===== config.mk =====
export PLATFORM = sky130hd
export DESIGN_NAME = nibble_serial_adder_ctrl
export DESIGN_NICKNAME = d
export VERILOG_FILES = /design/src/rtl/nibble_serial_adder_ctrl_pkg.sv /design/src/rtl/nibble_serial_adder_ctrl_nibble_adder.sv /design/src/rtl/nibble_serial_adder_ctrl.sv
export SDC_FILE = /design/constraint.sdc
export NUM_CORES = 1
export LEC_CHECK = 0
export BUFFER_PORTS_ARGS = -buffer_cell sky130_fd_sc_hd__buf_2
export CORE_ASPECT_RATIO = 1.75
export CORE_MARGIN = 1
export CORE_UTILIZATION = 40
export DETAILED_ROUTE_END_ITERATION = 16
export GPL_ROUTABILITY_DRIVEN = 0
export GPL_TIMING_DRIVEN = 0
export PLACE_DENSITY = 0.65
export SYNTH_ARGS = -nofsm -noshare
export SYNTH_HDL_FRONTEND = slang
export SYNTH_HIERARCHICAL = 1
export SYNTH_SLANG_ARGS = --single-unit

===== constraint.sdc =====
create_clock -name clk -period 4.2 [get_ports clk]
set_clock_uncertainty 0.05 [all_clocks]
set_input_delay 0.21 -clock clk [delete_from_list [all_inputs] [get_ports clk]]
set_output_delay 0.21 -clock clk [all_outputs]
set_load 0.05 [all_outputs]

===== src/rtl/nibble_serial_adder_ctrl_pkg.sv =====
// Shared definitions for the nibble-serial add/subtract sequencer:
// slice width, FSM state codes and sizing helpers.
package nibble_serial_adder_ctrl_pkg;

    // Width of the single shared ripple-carry slice.
    localparam int SLICE_W = 4;

    // FSM state codes.
    typedef logic [1:0] state_t;
    localparam state_t IDLE = 2'd0;
    localparam state_t RUN  = 2'd1;
    localparam state_t DONE = 2'd2;

    // Number of nibble slices needed to cover an operand of the given width.
    function automatic int nslice(input int width);
        return width / SLICE_W;
    endfunction

    // Width of the slice index counter; kept at least one bit so a
    // single-slice build still has a legal counter register.
    function automatic int idx_w(input int width);
        int n;
        n = nslice(width);
        return (n <= 1) ? 1 : $clog2(n);
    endfunction

endpackage


===== src/rtl/nibble_serial_adder_ctrl_nibble_adder.sv =====
// Combinational 4-bit ripple-carry adder slice shared by every step of
// a serial add/subtract.
module nibble_adder
    import nibble_serial_adder_ctrl_pkg::*;
(
    input  logic [SLICE_W-1:0] a,
    input  logic [SLICE_W-1:0] b,
    input  logic               cin,
    output logic [SLICE_W-1:0] sum,
    output logic               cout
);

    logic [SLICE_W:0] carry;

    assign carry[0] = cin;

    // Classic ripple chain: each bit produces its sum and passes the carry up.
    for (genvar i = 0; i < SLICE_W; i++) begin : g_bit
        assign sum[i]     = a[i] ^ b[i] ^ carry[i];
        assign carry[i+1] = (a[i] & b[i]) | (carry[i] & (a[i] ^ b[i]));
    end

    assign cout = carry[SLICE_W];

endmodule


===== src/rtl/nibble_serial_adder_ctrl.sv =====
// WIDTH-bit add/subtract sequencer that reuses one 4-bit ripple slice over
// NSLICE cycles, least-significant nibble first, with the carry registered
// between slices. Operations enter and results leave through valid/ready.
module nibble_serial_adder_ctrl
    import nibble_serial_adder_ctrl_pkg::*;
#(
    parameter int WIDTH = 16
) (
    input  logic             clk,
    input  logic             rst_n,
    input  logic             in_valid,
    output logic             in_ready,
    input  logic [WIDTH-1:0] a,
    input  logic [WIDTH-1:0] b,
    input  logic             cin,
    input  logic             sub,
    output logic             out_valid,
    input  logic             out_ready,
    output logic [WIDTH-1:0] sum,
    output logic             cout,
    output logic             busy
);

    localparam int NSLICE = nslice(WIDTH);
    localparam int IW     = idx_w(WIDTH);
    localparam logic [IW-1:0] K_LAST = IW'(NSLICE - 1);

    // Operand width must be a whole number of slices.
    if ((WIDTH < SLICE_W) || ((WIDTH % SLICE_W) != 0)) begin : g_bad_width
        $error("nibble_serial_adder_ctrl: WIDTH must be a multiple of 4 and at least 4");
    end

    state_t           state_q, state_d;
    logic [WIDTH-1:0] op_a_q, op_a_d;
    logic [WIDTH-1:0] op_b_q, op_b_d;
    logic             carry_q, carry_d;
    logic [IW-1:0]    k_q, k_d;
    logic [WIDTH-1:0] sum_q, sum_d;
    logic             cout_q, cout_d;

    logic [SLICE_W-1:0] slice_a;
    logic [SLICE_W-1:0] slice_b;
    logic [SLICE_W-1:0] slice_sum;
    logic               slice_cout;

    // The current nibble of each operand, selected by the slice index.
    assign slice_a = op_a_q[k_q*SLICE_W +: SLICE_W];
    assign slice_b = op_b_q[k_q*SLICE_W +: SLICE_W];

    nibble_adder u_nibble_adder (
        .a    (slice_a),
        .b    (slice_b),
        .cin  (carry_q),
        .sum  (slice_sum),
        .cout (slice_cout)
    );

    // Next-state logic: accept in IDLE, one slice per cycle in RUN,
    // hold the result in DONE until the consumer takes it.
    always_comb begin
        state_d = state_q;
        op_a_d  = op_a_q;
        op_b_d  = op_b_q;
        carry_d = carry_q;
        k_d     = k_q;
        sum_d   = sum_q;
        cout_d  = cout_q;
        case (state_q)
            IDLE: begin
                if (in_valid) begin
                    // Subtraction is A + ~B + carry, where carry = ~cin
                    // turns the borrow-in into the two's complement +1.
                    op_a_d  = a;
                    op_b_d  = sub ? ~b : b;
                    carry_d = cin ^ sub;
                    k_d     = '0;
                    sum_d   = '0;
                    cout_d  = 1'b0;
                    state_d = RUN;
                end
            end
            RUN: begin
                sum_d[k_q*SLICE_W +: SLICE_W] = slice_sum;
                carry_d = slice_cout;
                if (k_q == K_LAST) begin
                    cout_d  = slice_cout;
                    k_d     = '0;
                    state_d = DONE;
                end else begin
                    k_d = k_q + IW'(1);
                end
            end
            DONE: begin
                if (out_ready) begin
                    state_d = IDLE;
                end
            end
            default: begin
                state_d = IDLE;
            end
        endcase
    end

    // State registers; reset aborts any operation in flight.
    always_ff @(posedge clk or negedge rst_n) begin
        if (!rst_n) begin
            state_q <= IDLE;
            op_a_q  <= '0;
            op_b_q  <= '0;
            carry_q <= 1'b0;
            k_q     <= '0;
            sum_q   <= '0;
            cout_q  <= 1'b0;
        end else begin
            state_q <= state_d;
            op_a_q  <= op_a_d;
            op_b_q  <= op_b_d;
            carry_q <= carry_d;
            k_q     <= k_d;
            sum_q   <= sum_d;
            cout_q  <= cout_d;
        end
    end

    assign in_ready  = (state_q == IDLE);
    assign out_valid = (state_q == DONE);
    assign busy      = (state_q != IDLE);
    assign sum       = sum_q;
    assign cout      = cout_q;

endmodule


==> flow_metrics.env, run 1 <==
export IMPL_die_h_um=110
export IMPL_utilization_pct=50.0
export IMPL_design_core_area_um2=6280
export IMPL_ys_warn_count=6
export IMPL_slew_headroom_pct=21.2
export IMPL_vias=1741
export IMPL_synth_top_area_share_pct=51.0
export IMPL_hold_class="in2async"
export IMPL_use_met3_pct=2.49
export IMPL_clockBufferDepth=2
export IMPL_cp_required_ns=4.40
export IMPL_ctsResizeCount=0
export IMPL_synth_area_leaders="dfrtp_1, mux2_2, mux4_2, a22o_1, xnor2_1"
export IMPL_setup_viol=0
export IMPL_maxCapViolCount=0
export IMPL_rsz0062_at_grt="false"
export IMPL_clock_sinks=54
export IMPL_cp_depth=11
export IMPL_setup_tns_final_ns=0
export IMPL_worstMarginPinSlew_ns=1.18
export IMPL_synth_nets=255
export IMPL_cts_root_buf="clkbuf_8"
export IMPL_drive_gt1_share_pct=38.6
export IMPL_die_area_um2=6970
export IMPL_placed_cell_area_um2=3030
export IMPL_crit_type="reg2reg"
export IMPL_synth_edf_count=0
export IMPL_p_sw_share_pct=44.3
export IMPL_pwr_share_clk_pct=11.9
export IMPL_reg2reg_slack_ns=0.96
export IMPL_reg2regPathDepth=11
export IMPL_cts_tree="done"
export IMPL_ys_async_sr_fraction_pct=100
export IMPL_row_count=38
export IMPL_fmax_ghz=0.308
export IMPL_layout_common_cells="buf_2, dfrtp_1, a22o_1, xnor2_1, nor2_1"
export IMPL_dieWidth_um=63.5
export IMPL_start_kind="flip-flop"
export IMPL_crit_path_end="sum[15]"
export IMPL_cpLargestDelayFamily="adder cells"
export IMPL_routed_wirelength_um=5190
export IMPL_cp_cell_sequence="buf_4, mux4_2, fa_1, inv_1, fa_1, inv_1, fa_1, inv_1, fa_1, inv_1, a22o_1"
export IMPL_yosysUniqueCellTypes=30
export IMPL_p_per_area_nw_per_um2=857
export IMPL_antenna_found_initial=0
export IMPL_first_global_vias=1821
export IMPL_post_drt_wl_per_cell_um=14.7
export IMPL_route_detailed_drc=0
export IMPL_avgSynthCellArea_um2=12.7
export IMPL_cp_max_fo=10
export IMPL_fin_total_pwr_uw=2690
export IMPL_cts_buffers=5
export IMPL_yosysTopAreaCell="dfrtp_1"
export IMPL_portBuffers=56
export IMPL_comb_power_share_pct=55.6
export IMPL_ir_worst_vdd_v=0.000289
export IMPL_first_pass_iters=3
export IMPL_internal_power_uw=1500
export IMPL_pwr_share_seq_pct=32.5
export IMPL_crit_path_start="k_q[0]"
export IMPL_n_antenna_cell=0
export IMPL_slowest_delay_ns=0.55
export IMPL_path_clk_slew_ns=0.09
export IMPL_yosysSeqAreaShare_pct=51.0
export IMPL_critPathSlowestCell="mux4_2"
export IMPL_period_share_pct=77.2
export IMPL_cp_end_kind="flip-flop"
export IMPL_timing_rr_start="k_q[0]"
export IMPL_worstSkewPairLatency_ns=0.31
export IMPL_met1_usage_pct=17.2
export IMPL_clock_tree_htree_level_count=2
export IMPL_finalInstanceArea_um2=3140
export IMPL_hold_viol_final=0
export IMPL_drtIter0Drc=100
export IMPL_synthFlopType="dfrtp_1"
export IMPL_cts_hold_buffers=0
export IMPL_synthCells=208
export IMPL_grt_pass1_wl_um=8660
export IMPL_post_cts_buffers=0
export IMPL_grt_overflow=0
export IMPL_final_common_cell="buf_2"
export IMPL_syn_area_um2=2650
export IMPL_area_delta_synth_final_pct=18.3
export IMPL_start_util_pct=42.2
export IMPL_io_pins=58
export IMPL_period_minus_slack_ns=3.24
export IMPL_cp_num_buf_inv=5
export IMPL_crit_arrival_ns=3.45
export IMPL_p_sw_uw=1190
export IMPL_top_usage_layer="met2"
export IMPL_hpwlAfterDp_um=4030
export IMPL_outcome="complete, no violations"
export IMPL_r2r_end="sum[15]"
export IMPL_layout_nets=318
export IMPL_track_usage_pct=16.6
export IMPL_p_leak_uw=0.00148
export IMPL_slew_violations=0
export IMPL_global_route_usage_met2_pct=31.9
export IMPL_ant_nets=0
export IMPL_fillers=629
export IMPL_viasPerCell=4.95
export IMPL_synth_ff_latch_count=54
export IMPL_grt_max_degree=55
-- worst min path at each step --
stage,start,to,depth (start not counted)
6_report,rst_n,op_a_q[2],1
5_1_grt,a[11],op_a_q[11],2
4_1_cts,a[10],op_a_q[10],2
3_5_place_dp,a[10],op_a_q[10],2
3_3_place_gp,a[3],op_a_q[3],2
2_1_floorplan,rst_n,carry_q,0
-- worst reg2reg max path, cell delays in order (launching register included) --
cell and delay, ns:
dfrtp_1 0.48, buf_4 0.28, mux4_2 0.55, fa_1 0.43, inv_1 0.07, fa_1 0.16
inv_1 0.05, fa_1 0.36, inv_1 0.08, fa_1 0.40, inv_1 0.13, a22o_1 0.16
-- synthesized netlist by cell type, drive strengths merged, types with 3 or more instances --
master,n
mux4,8
nor3,3
a21o,4
xnor2,17
nand2b,3
nor2,17
buf,10
mux2,16
a21oi,16
ha,5
fa,4
dfrtp,54
a22o,17
inv,14
nand2,6
-- cells by family (layout without fill, tap and decap cells) --
kind of cell    count (synthesis)  after routing  synth area share [%]
buf+inv                        25             89                  4.91
mux                            24             24                  13.6
compound gates                 42             42                  11.5
flops                          54             54                  51.0
fa+ha+maj                       9              9                  5.38
simple gates                   37             37                  8.07
xor+xnor                       17             17                  5.62
-- routing by layer --
layer | up-vias | share of wire (%)
met5 | - | 0
met4 | 0 | 2.5
met3 | 10 | 3.0
met2 | 41 | 55
met1 | 844 | 39
li1 | 846 | -
-- sequential cells by signal, summed over array words and instances, names as in the netlist --
name     flops
op_a_q      16
op_b_q      16
sum         16
k_q          2
state_q      2
carry_q      1
cout         1
-- through the flow --
stage	setup WS (ns)	instances	hold WS (ns)
floorplan	1.22	208	-0.136
global placement	0.961	344	0.392
detailed placement	0.942	344	0.398
CTS	0.913	352	0.0684
global route	0.727	352	0.0716
finish	0.956	352	0.0729
-- power by group through the flow --
stage	logic (uW)	clock network [uW]	registers, uW
2_1_floorplan	1010	0	1030
3_3_place_gp	1510	0	876
3_5_place_dp	1520	0	887
4_1_cts	1520	329	877
5_1_grt	1650	353	906
6_report	1490	319	874
-- cell type report --
class	instances	area [um^2]	area share [%]
buffer	11	77.6	2.47
clock buffer	7	96.3	3.07
clock inverter	1	8.76	0.279
inverter	14	52.6	1.68
multi-input combinational	129	1170	37.3
sequential	54	1350	43.1
tap	80	100	3.19
timing repair buffer	56	280	8.93
(Power assumes the default switching activity.)
==> inputs of run 2 (changes only) <==
--- a/config.mk
+++ b/config.mk
@@ -12,7 +12,7 @@
 export DETAILED_ROUTE_END_ITERATION = 16
 export GPL_ROUTABILITY_DRIVEN = 0
 export GPL_TIMING_DRIVEN = 0
-export PLACE_DENSITY = 0.65
+export PLACE_DENSITY = 0.67
 export SYNTH_ARGS = -nofsm -noshare
 export SYNTH_HDL_FRONTEND = slang
 export SYNTH_HIERARCHICAL = 1
==> constraint.sdc (replaced) <==
create_clock -name clk -period 2.8 [get_ports clk]
set_clock_uncertainty 0.05 [all_clocks]
set_input_delay 0.14 -clock clk [delete_from_list [all_inputs] [get_ports clk]]
set_output_delay 0.14 -clock clk [all_outputs]
set_load 0.05 [all_outputs]
==> run 2 against run 1 <==
Compared with the run above: the flow now finishes with violations (negative setup slack); utilization is 1.0 points higher; power is 58% higher; sequential share of layout area is 0.80 points lower; combinational power is 63% higher; worst hold slack worse by 0.060 ns; non-clock buffer count is 4 higher; register-to-register slack worse by 1.0 ns; clock power is 61% higher; setup slack worse by 1.0 ns; design area is 2.0% higher; largest cell class unchanged.
==> flow_metrics.env, run 2 (synthesized netlist as in run 1, its figures left out) <==
export IMPL_die_h_um=110
export IMPL_internal_power_uw=2400
export IMPL_track_usage_pct=16.5
export IMPL_finalInstanceArea_um2=3200
export IMPL_vias=1805
export IMPL_p_sw_share_pct=43.7
export IMPL_ir_worst_vdd_v=0.000554
export IMPL_hold_class="in2reg"
export IMPL_cp_required_ns=3.00
export IMPL_crit_arrival_ns=3.06
export IMPL_first_pass_iters=4
export IMPL_clock_sinks=54
export IMPL_setup_tns_final_ns=-0.202
export IMPL_fin_total_pwr_uw=4260
export IMPL_period_minus_slack_ns=2.86
export IMPL_grt_max_degree=55
export IMPL_cp_max_fo=4
export IMPL_start_kind="flip-flop"
export IMPL_io_pins=58
export IMPL_worstMarginPinSlew_ns=1.17
export IMPL_cts_tree="done"
export IMPL_clockBufferDepth=2
export IMPL_slew_headroom_pct=22.0
export IMPL_final_common_cell="buf_2"
export IMPL_period_share_pct=102
export IMPL_placed_cell_area_um2=3040
export IMPL_path_clk_slew_ns=0.10
export IMPL_outcome="complete, but fails checks"
export IMPL_drive_gt1_share_pct=42.8
export IMPL_hold_viol_final=0
export IMPL_antenna_found_initial=0
export IMPL_ant_nets=0
export IMPL_portBuffers=56
export IMPL_viasPerCell=5.07
export IMPL_area_delta_synth_final_pct=20.7
export IMPL_cp_end_kind="flip-flop"
export IMPL_layout_nets=322
export IMPL_slew_violations=0
export IMPL_p_per_area_nw_per_um2=1330
export IMPL_utilization_pct=51.0
export IMPL_row_count=38
export IMPL_setup_viol=4
export IMPL_hpwlAfterDp_um=4010
export IMPL_drtIter0Drc=93
export IMPL_comb_power_share_pct=57.2
export IMPL_cts_buffers=5
export IMPL_pwr_share_seq_pct=30.7
export IMPL_dieWidth_um=63.5
export IMPL_p_sw_uw=1860
export IMPL_post_drt_wl_per_cell_um=15.0
export IMPL_first_global_vias=1812
export IMPL_start_util_pct=42.2
export IMPL_grt_overflow=0
export IMPL_die_area_um2=6970
export IMPL_crit_type="reg2reg"
export IMPL_reg2regPathDepth=11
export IMPL_routed_wirelength_um=5340
export IMPL_pwr_share_clk_pct=12.1
export IMPL_cts_hold_buffers=0
export IMPL_violations="negative setup slack"
export IMPL_clock_tree_htree_level_count=2
export IMPL_fmax_ghz=0.350
export IMPL_holdWs_ns=0.0131
export IMPL_rsz0062_at_grt="true"
export IMPL_route_detailed_drc=0
export IMPL_worstSkewPairLatency_ns=0.30
export IMPL_p_leak_uw=0.00150
export IMPL_layout_common_cells="buf_2, dfrtp_1, a22o_1, xnor2_1, nor2_1"
export IMPL_n_antenna_cell=0
export IMPL_cts_root_buf="clkbuf_8"
export IMPL_grt_pass1_wl_um=8630
export IMPL_design_core_area_um2=6280
export IMPL_maxCapViolCount=0
export IMPL_worstHoldPathCells=2
export IMPL_setup_slack_ns=-0.0603
run 2: cell count changes in the layout (fill, tap and decap cells not counted), moves of 2 or more:
cell / before / now
inv_1: 14 / 10
inv_2: 0 / 4
fa_1: 4 / 1
fa_2: 0 / 3
buf_4: 2 / 4
clkbuf_8: 7 / 5
clkinv_2: 0 / 2
run 2: power by group through the flow:
stage               logic [uW]  registers [uW]  clock network [uW]
finish                    2430            1310                 513
global placement          2340            1320                   0
floorplan                 1580            1550                   0
CTS                       2470            1310                 526
detailed placement        2380            1330                   0
global route              2650            1350                 545
run 2: timing repair:
| item | CTS | global route |
|---|---|---|
| setup endpoints to repair | 10 | 4 |
| buffers inserted | 4 | 0 |
| pin swaps | 3 | 0 |
| gates resized for setup | 7 | 0 |
run 2: worst paths after layout:
path / slack [ns] / start / endpoint
min: 0.01 / a[7] / op_a_q[7]
min reg2reg: 0.45 / sum[10] / sum[10]
min in group asynchronous: 0.02 / rst_n / sum[3]
max: -0.06 / k_q[0] / sum[15]
max reg2reg: -0.06 / k_q[0] / sum[15]
max in group asynchronous: 1.90 / rst_n / k_q[0]
run 2: stage by stage:
stage	setup WS (ns)	std cells
floorplan	-0.0685	208
global placement	-0.284	344
detailed placement	-0.313	344
CTS	-0.0574	356
global route	-0.113	356
finish	-0.0603	356
run 2: final cells by class:
| class | instances | area, um^2 |
|---|---|---|
| fill | 605 | 3080 |
| sequential | 54 | 1350 |
| multi-input combinational | 129 | 1180 |
| timing repair buffer | 60 | 314 |
| tap | 80 | 100 |
| buffer | 11 | 93.8 |
| clock buffer | 5 | 68.8 |
| inverter | 14 | 52.6 |
| clock inverter | 3 | 40.0 |
run 2: routing by layer:
layer,wire length [um],track usage [%],vias to the layer above
met5,0,0,-
met4,141,7.79,0
met3,157,2.39,10
met2,3050,32.0,47
met1,1990,17.1,890
li1,-,-,858
run 2: critical path: stages (launching register included):
cell     delay [ns]
dfrtp_2        0.43
buf_6          0.12
mux4_2         0.53
fa_2           0.35
inv_2          0.06
fa_2           0.18
inv_2          0.04
fa_2           0.33
inv_2          0.06
fa_1           0.41
inv_2          0.11
a22o_1         0.15
==> inputs of run 3 (changes only) <==
--- a/config.mk
+++ b/config.mk
@@ -15,5 +15,4 @@
 export PLACE_DENSITY = 0.67
 export SYNTH_ARGS = -nofsm -noshare
 export SYNTH_HDL_FRONTEND = slang
-export SYNTH_HIERARCHICAL = 1
 export SYNTH_SLANG_ARGS = --single-unit
==> run 3 against run 2 <==
Compared with the run above: the flow finishes with violations (negative hold slack); clock power down 11%; synthesized cell count unchanged; worst hold slack worse by 0.016 ns; die area down 0.47%; critical path depth unchanged; clock-buffer cell count up 1; critical path type unchanged; highest routed layer unchanged.
==> flow_metrics.env, run 3 <==
export IMPL_synthMostInstantiatedCell="dfrtp_1"
export IMPL_viasPerCell=4.96
export IMPL_cp_cell_sequence="mux4_2, inv_2, fa_2, inv_2, fa_2, inv_2, fa_2, inv_2, fa_2, and2_4, mux2_4"
export IMPL_slowest_delay_ns=0.54
export IMPL_timing_rr_start="k_q[0]"
export IMPL_first_global_vias=1910
export IMPL_violations="negative hold slack"
export IMPL_ys_warn_count=0
export IMPL_synth_ff_latch_count=54
export IMPL_worstSkewPairLatency_ns=0.32
export IMPL_hpwlAfterDp_um=3940
export IMPL_reg2regPathDepth=11
export IMPL_cp_max_fo=5
export IMPL_grt_overflow=0
export IMPL_cp_required_ns=2.95
export IMPL_yosysTopAreaCell="dfrtp_1"
export IMPL_p_per_area_nw_per_um2=1270
export IMPL_track_usage_pct=17.7
export IMPL_synth_top_area_share_pct=51.2
export IMPL_reg2reg_slack_ns=0.01
export IMPL_holdWs_ns=-0.00283
export IMPL_cp_num_buf_inv=4
export IMPL_cp_end_kind="flip-flop"
export IMPL_worstMarginPinSlew_ns=1.21
export IMPL_slew_headroom_pct=19.6
export IMPL_antenna_found_initial=0
export IMPL_start_kind="flip-flop"
export IMPL_yosysSeqAreaShare_pct=51.2
export IMPL_post_drt_wl_per_cell_um=15.2
export IMPL_path_clk_slew_ns=0.10
export IMPL_synth_edf_count=0
export IMPL_r2r_end="cout"
export IMPL_p_leak_uw=0.00151
export IMPL_dieWidth_um=63.4
export IMPL_die_h_um=109
export IMPL_cp_depth=11
export IMPL_grt_max_degree=55
export IMPL_first_pass_iters=4
export IMPL_die_area_um2=6940
export IMPL_clock_sinks=54
export IMPL_crit_path_end="cout"
export IMPL_layout_common_cells="buf_2, dfrtp_1, a21oi_1"
export IMPL_routed_wirelength_um=5550
export IMPL_clock_tree_htree_level_count=2
export IMPL_synthCells=208
export IMPL_crit_type="reg2reg"
export IMPL_ir_worst_vdd_v=0.000524
export IMPL_synth_nets=254
export IMPL_rsz0062_at_grt="true"
export IMPL_synth_area_leaders="dfrtp_1, mux2_2, mux4_2, xnor2_1, a21oi_1"
export IMPL_synthFlopType="dfrtp_1"
export IMPL_period_minus_slack_ns=2.79
export IMPL_critPathSlowestCell="mux4_2"
export IMPL_finalInstanceArea_um2=3250
export IMPL_fillers=625
export IMPL_ys_async_sr_fraction_pct=100
export IMPL_crit_arrival_ns=2.94
export IMPL_period_share_pct=99.6
export IMPL_design_core_area_um2=6280
export IMPL_n_antenna_cell=0
export IMPL_placed_cell_area_um2=3040
export IMPL_slew_violations=0
export IMPL_cts_root_buf="clkbuf_8"
export IMPL_outcome="complete, but fails checks"
export IMPL_clockBufferDepth=2
export IMPL_maxCapViolCount=0
export IMPL_drtIter0Drc=75
export IMPL_syn_area_um2=2640
export IMPL_area_delta_synth_final_pct=23.1
export IMPL_avgSynthCellArea_um2=12.7
export IMPL_cts_buffers=5
export IMPL_route_detailed_drc=0
export IMPL_grt_pass1_wl_um=9220
export IMPL_crit_path_start="k_q[0]"
export IMPL_portBuffers=56
export IMPL_yosys_top_cells_count="dfrtp_1, a21oi_1, nor2_1, xnor2_1, mux2_2"
export IMPL_start_util_pct=42.0
export IMPL_hold_viol_final=2
export IMPL_row_count=38
export IMPL_yosysUniqueCellTypes=37
export IMPL_fmax_ghz=0.359
export IMPL_setup_viol=0
export IMPL_cpLargestDelayFamily="adder cells"
export IMPL_io_pins=58
export IMPL_final_common_cell="buf_2"
export IMPL_ant_nets=0
export IMPL_vias=1806
export IMPL_hold_class="in2async"
export IMPL_layout_nets=329
export IMPL_cts_tree="done"
export IMPL_drive_gt1_share_pct=40.1
==> run 3: changes by cell type in the layout (fill, tap and decap cells not counted), sizes merged, moves of 2 or more <==
cell / previous run / this run
dlygate4sd3: 0 / 10
a22o: 17 / 9
o2bb2ai: 0 / 8
nor3: 3 / 0
buf: 70 / 68
inv: 14 / 12
nor3b: 1 / 3
o31ai: 2 / 0
==> run 3: power breakdown <==
| part | total (uW) | internal, uW | switching, uW |
|---|---|---|---|
| clock network | 458 | 199 | 259 |
| logic | 2380 | 1030 | 1350 |
| registers | 1310 | 1120 | 191 |
| total | 4140 | 2340 | 1800 |
==> run 3: layer usage <==
metal | up-vias | part of all wire [%] | GRT usage (%)
met5 | - | 0 | 0
met4 | 0 | 2.5 | 9.74
met3 | 8 | 2.8 | 2.90
met2 | 41 | 56 | 32.3
met1 | 879 | 38 | 19.3
li1 | 878 | - | -
==> run 3: layout make-up <==
type | count | area [um^2] | area share (%)
Buffer | 10 | 62.6 | 1.93
Clock buffer | 6 | 82.6 | 2.54
Clock inverter | 2 | 12.5 | 0.385
Inverter | 12 | 45.0 | 1.39
Multi-Input combinational cell | 131 | 1190 | 36.7
Sequential cell | 54 | 1350 | 41.6
Tap cell | 80 | 100 | 3.08
Timing Repair Buffer | 69 | 403 | 12.4
==> run 3: cell families (layout without fill, tap and decap cells) <==
group	count (synthesis)	after routing	share of synthesized area (%)
DFF	54	54	51.2
AOI/OAI and AO/OA	42	42	11.2
and+or+nand+nor	39	39	8.54
muxes	25	25	14.2
buffers and inverters	23	99	4.27
xor gates and xnor gates	17	17	5.64
adders and majority gates	8	8	4.93
==> run 3: worst min path at each step <==
| stage | startpoint | to | slack (ns) | cells past startpoint |
|---|---|---|---|---|
| final | rst_n | op_a_q[0] | -0.003 | 1 |
| after floorplan | rst_n | carry_q | -0.21 | 0 |
| after detailed placement | a[14] | op_a_q[14] | 0.32 | 2 |
| after global placement | a[15] | op_a_q[15] | 0.31 | 2 |
| after global routing | a[3] | op_a_q[3] | 0.002 | 2 |
| after CTS | a[3] | op_a_q[3] | 0.001 | 2 |
==> run 3: per-stage QoR <==
| step | cells | total power [uW] | setup slack [ns] | util, % | TNS (ns) |
|---|---|---|---|---|---|
| floorplan | 208 | 3040 | -0.0396 | - | -0.0707 |
| global placement | 344 | 3640 | -0.230 | 48.4 | -1.20 |
| detailed placement | 344 | 3680 | -0.235 | 48.4 | -1.24 |
| CTS | 364 | 4220 | -0.0392 | 51.9 | -0.0912 |
| global route | 364 | 4450 | -0.0831 | 51.8 | -0.255 |
| finish | 364 | 4140 | 0.0122 | 51.8 | 0 |
==> run 3: repair_timing <==
action	4_1_cts	5_1_grt
endpoints found under the hold margin	9	1
hold buffers	9	1
pin swaps	4	2
setup buffers	3	0
setup endpoints to repair	6	6
resized for setup	4	1
